$ cat src/rtl/stream_sched_pkg.sv
// Shared types and widths for the stream pair scheduler.
// Optional sequence checking is enabled with STREAM_SEQ_CHECK_EN.
package stream_sched_pkg;

    localparam int DATA_W    = 32;
    localparam int HALF_W    = 16;
    localparam int CNT_W_DEF = 16;

    // IDLE: no burst; FETCH: waiting for a word; HIGH: strobe cycle; LOW: hold cycle
    typedef enum logic [1:0] {
        IDLE  = 2'd0,
        FETCH = 2'd1,
        HIGH  = 2'd2,
        LOW   = 2'd3
    } state_t;

    function automatic logic [DATA_W-1:0] next_seq(input logic [DATA_W-1:0] w);
        return w + DATA_W'(1);
    endfunction

endpackage

$ cat src/rtl/stream_seq_check.sv
// Flags a break in the +1 word sequence of captured words.
// Only instantiated when STREAM_SEQ_CHECK_EN is defined.
module stream_seq_check
    import stream_sched_pkg::*;
(
    input  logic              clk,
    input  logic              rst_n,
    input  logic              clear,
    input  logic              capture,
    input  logic [DATA_W-1:0] data,
    output logic              seq_err
);

    logic              have_ref;
    logic [DATA_W-1:0] prev_word;

    always_ff @(posedge clk or negedge rst_n) begin
        if (!rst_n) begin
            have_ref  <= 1'b0;
            prev_word <= '0;
            seq_err   <= 1'b0;
        end else if (clear) begin
            // First capture after clear becomes the reference word
            have_ref  <= 1'b0;
            prev_word <= '0;
            seq_err   <= 1'b0;
        end else if (capture) begin
            have_ref  <= 1'b1;
            prev_word <= data;
            if (have_ref && (data != next_seq(prev_word))) begin
                seq_err <= 1'b1;
            end
        end
    end

endmodule

$ cat src/rtl/stream_pair_scheduler.sv
// Paces 32-bit generator words into a 32-to-16 adapter: each word is held two
// clocks with a strobe on the first. STREAM_SEQ_CHECK_EN adds the seq_err output.
module stream_pair_scheduler
    import stream_sched_pkg::*;
#(
    parameter int CNT_W = CNT_W_DEF
) (
    input  logic              clk,
    input  logic              rst_n,
    input  logic              start,
    input  logic [CNT_W-1:0]  burst_len,
    input  logic              abort,
    input  logic [DATA_W-1:0] gen_data,
    input  logic              gen_valid,
    output logic              gen_ack,
    input  logic              fifo_afull,
    output logic [DATA_W-1:0] stream_32,
    output logic              num_32_rdy,
    output logic              busy,
    output logic              done,
`ifdef STREAM_SEQ_CHECK_EN
    output logic              seq_err,
`endif
    output logic [CNT_W-1:0]  words_sent
);

    // Handshake: gen_ack is high only in a cycle where gen_data is captured;
    // the generator treats gen_valid && gen_ack at a rising edge as a pop.
    state_t           state;
    logic [CNT_W-1:0] len_q;
    logic [CNT_W-1:0] sent_inc;
    logic             last_word;
    logic             can_take;

    assign sent_inc  = words_sent + CNT_W'(1);
    assign last_word = (sent_inc == len_q);
    assign can_take  = gen_valid && !fifo_afull && !abort;

    always_comb begin
        gen_ack = 1'b0;
        case (state)
            FETCH:   gen_ack = can_take;
            LOW:     gen_ack = can_take && !last_word;
            default: gen_ack = 1'b0;
        endcase
    end

    always_ff @(posedge clk or negedge rst_n) begin
        if (!rst_n) begin
            state      <= IDLE;
            len_q      <= '0;
            stream_32  <= '0;
            num_32_rdy <= 1'b0;
            busy       <= 1'b0;
            done       <= 1'b0;
            words_sent <= '0;
        end else begin
            num_32_rdy <= 1'b0;
            done       <= 1'b0;
            case (state)
                IDLE: begin
                    if (start) begin
                        if (burst_len != '0) begin
                            len_q      <= burst_len;
                            words_sent <= '0;
                            busy       <= 1'b1;
                            state      <= FETCH;
                        end else begin
                            done <= 1'b1;
                        end
                    end
                end
                FETCH: begin
                    if (abort) begin
                        busy  <= 1'b0;
                        done  <= 1'b1;
                        state <= IDLE;
                    end else if (gen_ack) begin
                        stream_32  <= gen_data;
                        num_32_rdy <= 1'b1;
                        state      <= HIGH;
                    end
                end
                HIGH: begin
                    // A word is never split: LOW always follows
                    state <= LOW;
                end
                LOW: begin
                    words_sent <= sent_inc;
                    if (last_word || abort) begin
                        busy  <= 1'b0;
                        done  <= 1'b1;
                        state <= IDLE;
                    end else if (gen_ack) begin
                        stream_32  <= gen_data;
                        num_32_rdy <= 1'b1;
                        state      <= HIGH;
                    end else begin
                        state <= FETCH;
                    end
                end
                default: state <= IDLE;
            endcase
        end
    end

`ifdef STREAM_SEQ_CHECK_EN
    stream_seq_check u_seq_check (
        .clk     (clk),
        .rst_n   (rst_n),
        .clear   ((state == IDLE) && start),
        .capture (gen_ack),
        .data    (gen_data),
        .seq_err (seq_err)
    );
`endif

endmodule

$ cat config.mk
export PLATFORM = sky130hd
export DESIGN_NAME = stream_pair_scheduler
export DESIGN_NICKNAME = d
export VERILOG_FILES = /design/src/rtl/stream_sched_pkg.sv /design/src/rtl/stream_seq_check.sv /design/src/rtl/stream_pair_scheduler.sv
export SDC_FILE = /design/constraint.sdc
export NUM_CORES = 1
export LEC_CHECK = 0
export CAP_MARGIN = 20
export CORE_MARGIN = 2
export CORE_UTILIZATION = 35
export CTS_CLUSTER_SIZE = 10
export DETAILED_ROUTE_END_ITERATION = 7
export PLACE_DENSITY_LB_ADDON = 0.05
export SETUP_SLACK_MARGIN = 0.3
export SLEW_MARGIN = 20
export SYNTH_ARGS = -nofsm -noshare
export SYNTH_HDL_FRONTEND = slang
export SYNTH_SLANG_ARGS = --single-unit
$ cat constraint.sdc
create_clock -name clk -period 5.52 [get_ports clk]
set_clock_uncertainty 0.1 [all_clocks]
set_input_delay 0.828 -clock clk [delete_from_list [all_inputs] [get_ports clk]]
set_output_delay 0.828 -clock clk [all_outputs]
set_load 0.01 [all_outputs]
==> flow_metrics.py, run 1 <==
metrics = {
    "timing": {
        "max_slew.worst_pin.slew_ns": 0.942,
        "setup_tns_ns": 0,
        "whs_ns": 0.422,
        "max_freq_mhz": 227,
        "min_period_ns": 4.41,
        "rsz0062_at_grt": "no",
        "setup_violations": 0,
        "slew_headroom_pct": 37.2,
        "slew_viol_final": 0,
        "finalCritPeriodShare_pct": 79.9,
        "fin_ws_ns": 1.11,
        "hold_violations": 0,
    },
    "detailed_routing": {
        "via_per_inst": 5.73,
        "drt_pass1_iterations": 5,
        "postRouteAntennaNets": 0,
        "num_vias": 4152,
        "drc": 0,
        "drtIter0Drc": 325,
        "drt_wl_total_um": 13200,
        "wire_per_inst_um": 18.2,
    },
    "power": {
        "leakagePower_nw": 2.24,
        "peakVddDrop_uv": 172,
        "power.switching_mw": 0.803,
        "swShare_pct": 35.0,
        "intPower_mw": 1.49,
        "pwr-share-clk_pct": 23.4,
        "p_comb_share_pct": 39.6,
        "power.density_mw_per_mm2": 398,
        "seq_power_share_pct": 37.0,
    },
    "cells_and_area": {
        "diodes": 0,
        "nFillCells": 1250,
        "fin_nets": 605,
        "layout-drive-gt1-share_pct": 9.22,
        "syn2layout_area_growth_pct": 30.1,
        "fin_area_mm2": 0.00578,
        "multiInputGateArea_mm2": 0.00246,
        "final_cell_mix": "clkdlybuf4s50_1 (103), o21ai_0 (70), dfrtp_1 (69)",
        "layout.cells.most_common": "clkdlybuf4s50_1",
        "final-seq-area_mm2": 0.00173,
    },
    "global_route": {
        "grt_max_degree": 70,
        "grt_pass1_wl_um": 20800,
        "first_global_vias": 3910,
        "overflow": 0,
        "grt_antenna_before_repair": 0,
        "grt_usage_pct": 19.6,
    },
    "die": {
        "core_mm2": 0.0125,
        "rows": 41,
        "die-height_um": 117,
        "fp.dieW_um": 117,
        "dieArea_mm2": 0.0136,
        "ios": 106,
        "start_util_pct": 35.5,
    },
    "clock_tree": {
        "postCtsHoldBufs": 0,
        "path_clk_slew_ns": 0.05,
        "clock_latency_ns": 0.34,
        "h-tree-depth": 3,
        "ctsLongestPathBuffers": 2,
        "cts_tree": "built",
        "postCtsSetupBuffers": 0,
        "root_buffer": "clkbuf_16",
        "cts.sinks": 69,
        "post_cts_resized": 0,
        "cts_buffers": 9,
    },
    "critical_path": {
        "worst-path-max-fanout": 13,
        "crit_chain": "nand4_2 -> nor3_1 -> mux2_2 -> a311oi_4 -> and3_1 -> nor3_1 -> clkdlybuf4s50_1",
        "cpPeakStageDelay_ns": 0.58,
        "worstPathRequired_ns": 4.59,
        "reg2reg_from": "words_sent[3]$_DFFE_PN0P_",
        "start_kind": "flop",
        "crit_arrival_ns": 3.48,
        "r2r-end": "stream_32[28]$_DFFE_PN0P_",
        "path_class": "flop to primary output",
        "slowest_stage": "nor3_1",
        "r2r_setup_slack_ns": 1.87,
        "crit_top_cell": "nor3_1",
        "endpoint_kind": "primary output",
        "r2r_cells": 7,
    },
    "synth": {
        "seq_area_frac_synth_pct": 38.9,
        "syn-cell-area_mm2": 0.00444,
        "ys_types": 48,
        "synth_top_family_by_area": "simple AND/OR/NAND/NOR gates",
        "yosys-top-cells-area": "dfrtp_1 (39%), o21ai_0 (7.9%), nand4b_1 (6.5%)",
        "ys_warn_count": 0,
        "synthSimpleGateAreaFrac_pct": 27.6,
        "synth-compound-area-share_pct": 17.6,
        "synth_cells": 480,
        "synth_top_area_share_pct": 38.9,
        "synth_nets": 535,
        "synthAdderAreaFrac_pct": 0.282,
        "synth_mux_area_share_pct": 4.56,
        "syn_avg_cell_area_um2": 9.25,
        "synth.largest_area_cell": "dfrtp_1",
        "ys_ff_latch": 69,
        "synth_xor_area_share_pct": 4.79,
    },
    "placed_design": {
        "place_ws_ns": 1.49,
        "place_area_mm2": 0.00551,
        "routabilityCongestion": 0.862,
        "dp_hpwl_um": 8110,
        "io_buffer_count": 105,
    },
    "hold_path": {
        "hold_depth": 1,
        "min_to": "len_q[9]$_DFFE_PN0P_",
        "hold_path_class": "flop to flop",
        "hp-start": "len_q[9]$_DFFE_PN0P_",
    },
    "run_status": {
        "outcome": "finished clean",
    },
    "run": {
        "maxCapViolCount": 0,
    },
}
==> cell type report <==
class                   count  area share (%)
multi-input cells         355            42.6
well taps                 172            3.72
clock buffers              12            4.44
repair buffers            113            19.1
inverters                   2           0.130
clock inverters             2           0.173
flip-flops and latches     69            29.9
==> power groups by stage <==
stage          combinational [mW]  sequential [mW]  clock [mW]
6_report                    0.910            0.851       0.537
5_1_grt                      1.00            0.880       0.570
4_1_cts                     0.919            0.849       0.550
3_5_place_dp                0.915            0.853           0
3_3_place_gp                0.897            0.849           0
2_1_floorplan               0.461            0.869           0
==> through the flow <==
| step | util, % | cells | power (mW) |
|---|---|---|---|
| 2_1_floorplan | - | 480 | 1.33 |
| 3_3_place_gp | 44.0 | 711 | 1.75 |
| 3_5_place_dp | 44.0 | 711 | 1.77 |
| 4_1_cts | 46.2 | 725 | 2.32 |
| 5_1_grt | 46.2 | 725 | 2.45 |
| 6_report | 46.2 | 725 | 2.30 |
==> worst max-delay path by stage <==
stage	to	cells after the start	startpoint	slack, ns
after floorplan	gen_ack	8	words_sent[0]$_DFFE_PN0P_	2.20
after global placement	gen_ack	7	words_sent[3]$_DFFE_PN0P_	1.58
after detailed placement	gen_ack	7	words_sent[4]$_DFFE_PN0P_	1.49
after CTS	gen_ack	7	words_sent[4]$_DFFE_PN0P_	1.09
after global routing	gen_ack	7	words_sent[4]$_DFFE_PN0P_	0.84
final	gen_ack	7	words_sent[3]$_DFFE_PN0P_	1.11
==> layer usage <==
metal	track usage (%)	up-vias	share of wire (%)
met5	0	-	0
met4	7.45	0	1.8
met3	4.31	18	6.5
met2	27.9	125	44
met1	29.0	2045	48
li1	-	1964	-
==> registers in the layout, indices dropped and copies added, names as in the netlist <==
| name | count |
|---|---|
| len_q | 16 |
| busy | 1 |
| done | 1 |
| state | 2 |
| words_sent | 16 |
| stream_32 | 32 |
| num_32_rdy | 1 |
==> critical path: cells and delay by family (launching register included) <==
family	cells	cell delay, ns
multiplexers	1	0.42
flip-flops	1	0.55
AND/OR/NAND/NOR	4	1.39
buffers and inverters	1	0.48
AO/OA/AOI/OAI	1	0.30
==> synth_stat cells (all sizes together) <==
master / count
nor2: 10
a21oi: 35
nand4b: 33
inv: 2
nand4: 37
o22ai: 2
nand2: 13
xnor2: 11
or3b: 33
dfrtp: 69
nor4: 9
nor3: 7
nand3: 17
a311oi: 1
xor2: 8
a31oi: 3
a21o: 2
xnor3: 1
buf: 25
o221a: 1
and2: 2
or4: 1
o21ai: 85
and3: 3
ha: 1
nor3b: 2
mux2: 18
o31ai: 3
nand2b: 2
o311ai: 1
xor3: 1
a21boi: 1
clkbuf: 29
nor2b: 2
o32ai: 2
o41ai: 6
or3: 2
==> cell families after synthesis <==
family	Yosys count
compound gates	142
simple gates	173
fa+ha+maj	1
mux	18
buf+inv	56
xor+xnor	21
flops	69
Power figures use the tool's default switching activity.
==> inputs of run 2 (changes only) <==
clock period = 4 ns   (was 5.52 ns; I/O delays follow)
==> run 2 against run 1 <==
- sequential power rose by 37%
- cell count rose by 2.1%
- setup slack got worse by 0.67 ns
- utilization rose by 1.7 points
- register-to-register slack got worse by 0.96 ns
- design area rose by 3.7%
- critical path type unchanged
- critical endpoint unchanged
==> flow_metrics.py, run 2 (synthesis results as in run 1) <==
metrics = {
    "clock_tree": {
        "path_clk_slew_ns": 0.06,
        "h-tree-depth": 3,
        "cts.sinks": 69,
        "ctsLongestPathBuffers": 2,
        "root_buffer": "clkbuf_16",
        "cts_buffers": 9,
        "cts_tree": "built",
        "clock_latency_ns": 0.34,
    },
    "power": {
        "power_mw": 3.37,
        "pwr-share-clk_pct": 26.7,
        "peakVddDrop_uv": 233,
        "swShare_pct": 34.2,
        "power.density_mw_per_mm2": 562,
        "leakagePower_nw": 2.32,
        "p_comb_share_pct": 38.5,
        "intPower_mw": 2.21,
        "seq_power_share_pct": 34.8,
        "power.switching_mw": 1.15,
    },
    "global_route": {
        "grt_max_degree": 70,
        "grt_antenna_before_repair": 0,
        "grt_usage_pct": 20.5,
        "grt_pass1_wl_um": 21600,
        "first_global_vias": 3974,
        "overflow": 0,
    },
    "run": {
        "maxCapViolCount": 0,
    },
    "die": {
        "core_mm2": 0.0125,
        "start_util_pct": 35.5,
        "rows": 41,
        "fp.dieW_um": 117,
        "die-height_um": 117,
        "dieArea_mm2": 0.0136,
        "ios": 106,
    },
    "critical_path": {
        "crit_path_start": "words_sent[8]$_DFFE_PN0P_",
        "path_class": "flop to primary output",
        "worstPathRequired_ns": 3.30,
        "r2r-end": "stream_32[2]$_DFFE_PN0P_",
        "worst-path-max-fanout": 7,
        "r2r_cells": 8,
        "reg2reg_from": "words_sent[5]$_DFFE_PN0P_",
        "start_kind": "flop",
        "r2r_setup_slack_ns": 0.91,
        "crit_chain": "nand4_4 -> or3_4 -> o32ai_2 -> nor4_4 -> and3_4 -> nor3_1 -> clkdlybuf4s50_1",
        "slowest_stage": "clkdlybuf4s50_1",
        "endpoint_kind": "primary output",
        "cpPeakStageDelay_ns": 0.58,
        "crit_end": "gen_ack",
        "crit_arrival_ns": 2.86,
    },
    "timing": {
        "max_slew.worst_pin.slew_ns": 0.935,
        "finalCritPeriodShare_pct": 89.1,
        "setup_violations": 0,
        "min_period_ns": 3.56,
        "slew_headroom_pct": 37.7,
        "rsz0062_at_grt": "no",
        "setup_tns_ns": 0,
        "max_freq_mhz": 281,
        "slew_viol_final": 0,
        "whs_ns": 0.308,
        "hold_violations": 0,
    },
    "placed_design": {
        "dp_cells": 717,
        "dp_hpwl_um": 8180,
        "io_buffer_count": 105,
        "routabilityCongestion": 0.814,
    },
    "run_status": {
        "outcome": "finished clean",
    },
    "cells_and_area": {
        "multiInputGateArea_mm2": 0.00250,
        "layout-drive-gt1-share_pct": 14.1,
        "diodes": 0,
        "instances_no_fill": 740,
        "layout.cells.most_common": "clkdlybuf4s50_1",
        "nFillCells": 1194,
        "largest_reg_flops": 32,
        "fin_nets": 618,
        "top_register": "stream_32",
        "largestRegisters": "stream_32 (32), len_q (16), words_sent (16)",
        "syn2layout_area_growth_pct": 34.9,
        "final_cell_mix": "clkdlybuf4s50_1 (103), o21ai_0 (70), dfrtp_1 (61)",
        "final-seq-area_mm2": 0.00174,
    },
    "detailed_routing": {
        "drt_wl_total_um": 13700,
        "drc": 0,
        "num_vias": 4264,
        "drt_pass1_iterations": 5,
        "drtIter0Drc": 374,
        "postRouteAntennaNets": 0,
        "wire_per_inst_um": 18.6,
        "via_per_inst": 5.76,
    },
    "hold_path": {
        "hold_path_class": "input pin to async pin",
    },
}
run 2: final cells by class:
type,count,area share (%)
multi-input cells,355,41.8
well taps,172,3.59
flip-flops and latches,69,29.0
clock inverters,4,1.17
inverters,2,0.125
repair buffers,126,20.0
clock buffers,12,4.28
run 2: worst min path at each step:
| stage | to | cells after the start | slack, ns |
|---|---|---|---|
| after floorplan | busy$_DFFE_PN0P_ | 0 | 0.20 |
| after CTS | len_q[13]$_DFFE_PN0P_ | 1 | 0.35 |
| after global placement | len_q[12]$_DFFE_PN0P_ | 1 | 0.42 |
| after global routing | len_q[13]$_DFFE_PN0P_ | 1 | 0.39 |
| after detailed placement | len_q[9]$_DFFE_PN0P_ | 1 | 0.42 |
| final | len_q[13]$_DFFE_PN0P_ | 1 | 0.31 |
run 2: worst max-delay path, delay by kind of cell (launching register included):
kind / cells / cell delay [ns]
AOI/OAI and AO/OA: 1 / 0.33
buffers and inverters: 1 / 0.58
DFF: 1 / 0.49
and+or+nand+nor: 5 / 1.12
run 2: power groups by stage:
stage | Sequential, mW | Clock, mW | Combinational (mW)
final | 1.17 | 0.899 | 1.29
after global routing | 1.21 | 0.951 | 1.42
after CTS | 1.17 | 0.921 | 1.28
after detailed placement | 1.17 | 0 | 1.27
after global placement | 1.17 | 0 | 1.25
after floorplan | 1.20 | 0 | 0.637
run 2: stage by stage:
stage	utilization, %	setup slack, ns	cell area [µm²]
detailed placement	44.4	0.379	5560
global placement	44.4	0.484	5560
floorplan	-	0.903	4440
global route	47.9	0.293	5990
finish	47.9	0.437	5990
CTS	47.3	0.335	5920
run 2: routing by layer:
| layer | routed length, µm | vias up | global-route usage (%) |
|---|---|---|---|
| li1 | - | 1989 | - |
| met1 | 6590 | 2133 | 30.6 |
| met2 | 6130 | 127 | 29.0 |
| met3 | 798 | 15 | 4.36 |
| met4 | 224 | 0 | 7.76 |
| met5 | 0 | - | 0 |
run 2: what timing repair did:
action	CTS	global route
endpoints found under the setup margin	1	1
gates cloned	0	0
hold endpoints to repair	0	0
hold buffers	0	0
resized for setup	11	6
setup buffers	0	7
==> edit: new RTL, flow settings as in run 2 <==
Change the package constant `DATA_W` from 32 to 16.
--- a/src/rtl/stream_sched_pkg.sv
+++ b/src/rtl/stream_sched_pkg.sv
@@ -4,3 +4,3 @@
 
-    localparam int DATA_W    = 32;
+    localparam int DATA_W    = 16;
     localparam int HALF_W    = 16;
Ports: changed (resized gen_data and stream_32); port bits go from 106 to 74. The function was not compared with the original's and may differ.
==> edit against run 2 <==
Synthesized area down 23%. Global-route usage down 2.1 points. Final area down 27%. Count of clock-buffer cells in the layout down 7. Critical path type unchanged. Clock power down 59%. Critical path depth up 1. Power down 39%. Setup slack better by 240 ps. Sequential cell count down 16. First-iteration DRC count down 60%. Wire length down 32%. Synthesized cell count down 27%. Utilization down 2.6 points.
==> edit: results <==
[synth]
yosys.area_share.adder_pct = 0.364
synth_sequential_area_ratio_pct = 38.6
synthMuxAreaShare_pct = 5.86
post_synth_xor_area_fraction_pct = 6.44
synthesis.area_per_instance_um2 = 9.83
post_synth_main_area_contributors = "sky130_fd_sc_hd__dfrtp_1, sky130_fd_sc_hd__o21ai_0, sky130_fd_sc_hd__mux2_2"
synth_cell_types = 58

[layout]
share_of_final_layout_standard_cells_stronger_than_drive_strength_1_pct = 16.7
reg_top3 = "len_q: 16 flops, stream_32: 16 flops, words_sent: 16 flops"

[route]
via_per_inst = 5.55
wl_per_cell_um = 17.2
drt_first_iter_violations = 151
first_pass_iters = 4

[global_routing]
groute.usage.overall_pct = 18.4
grt_pass1_vias = 2877
grt_pass1_wl_um = 15200
grt_start_max_net_pins = 38

[clock_tree]
clk-insertion-delay-late_ps = 310
cts_post_setup_buffers_inserted = 1
cts-root-buf = "sky130_fd_sc_hd__clkbuf_8"
cts_buffers = 5
cts_h_tree_depth = 2

[power]
irDropWorstVdd_uv = 206

[placed_design]
dpl.cell_count = 536
last_weighted_congestion_value_of_the_routability_driven_placer = 0.896

[timing]
timing.max_slew.rel_slack_pct = 40.7

[status]
run_status = "completed"
## edit: final cells by class
class,count,area (µm²)
Inverter,2,7.51
Sequential cell,53,1330
Clock inverter,2,38.8
Fill cell,972,5280
Timing Repair Buffer,89,848
Tap cell,133,166
Clock buffer,5,68.8
Multi-Input combinational cell,261,1900
## edit: where the power goes
part,total (mW),switching (mW),internal [mW]
Sequential,0.855,0.152,0.704
Combinational,0.829,0.378,0.451
Clock,0.373,0.187,0.186
## edit: final timing paths
path / from / end / slack, ps
min in group clk: len_q[1] / len_q[1] / 440
worst min-delay path: rst_n / words_sent[4] / 190
worst max register to register: words_sent[0] / stream_32[2] / 1160
worst min register to register: len_q[1] / len_q[1] / 440
max in group asynchronous: rst_n / words_sent[6] / 2790
worst max-delay path: words_sent[0] / gen_ack / 680
## edit: metal layers
metal	wire (µm)	GRT usage (%)
met5	0	0
met4	101	4.35
met3	476	3.25
met2	3910	26.2
met1	4860	28.7
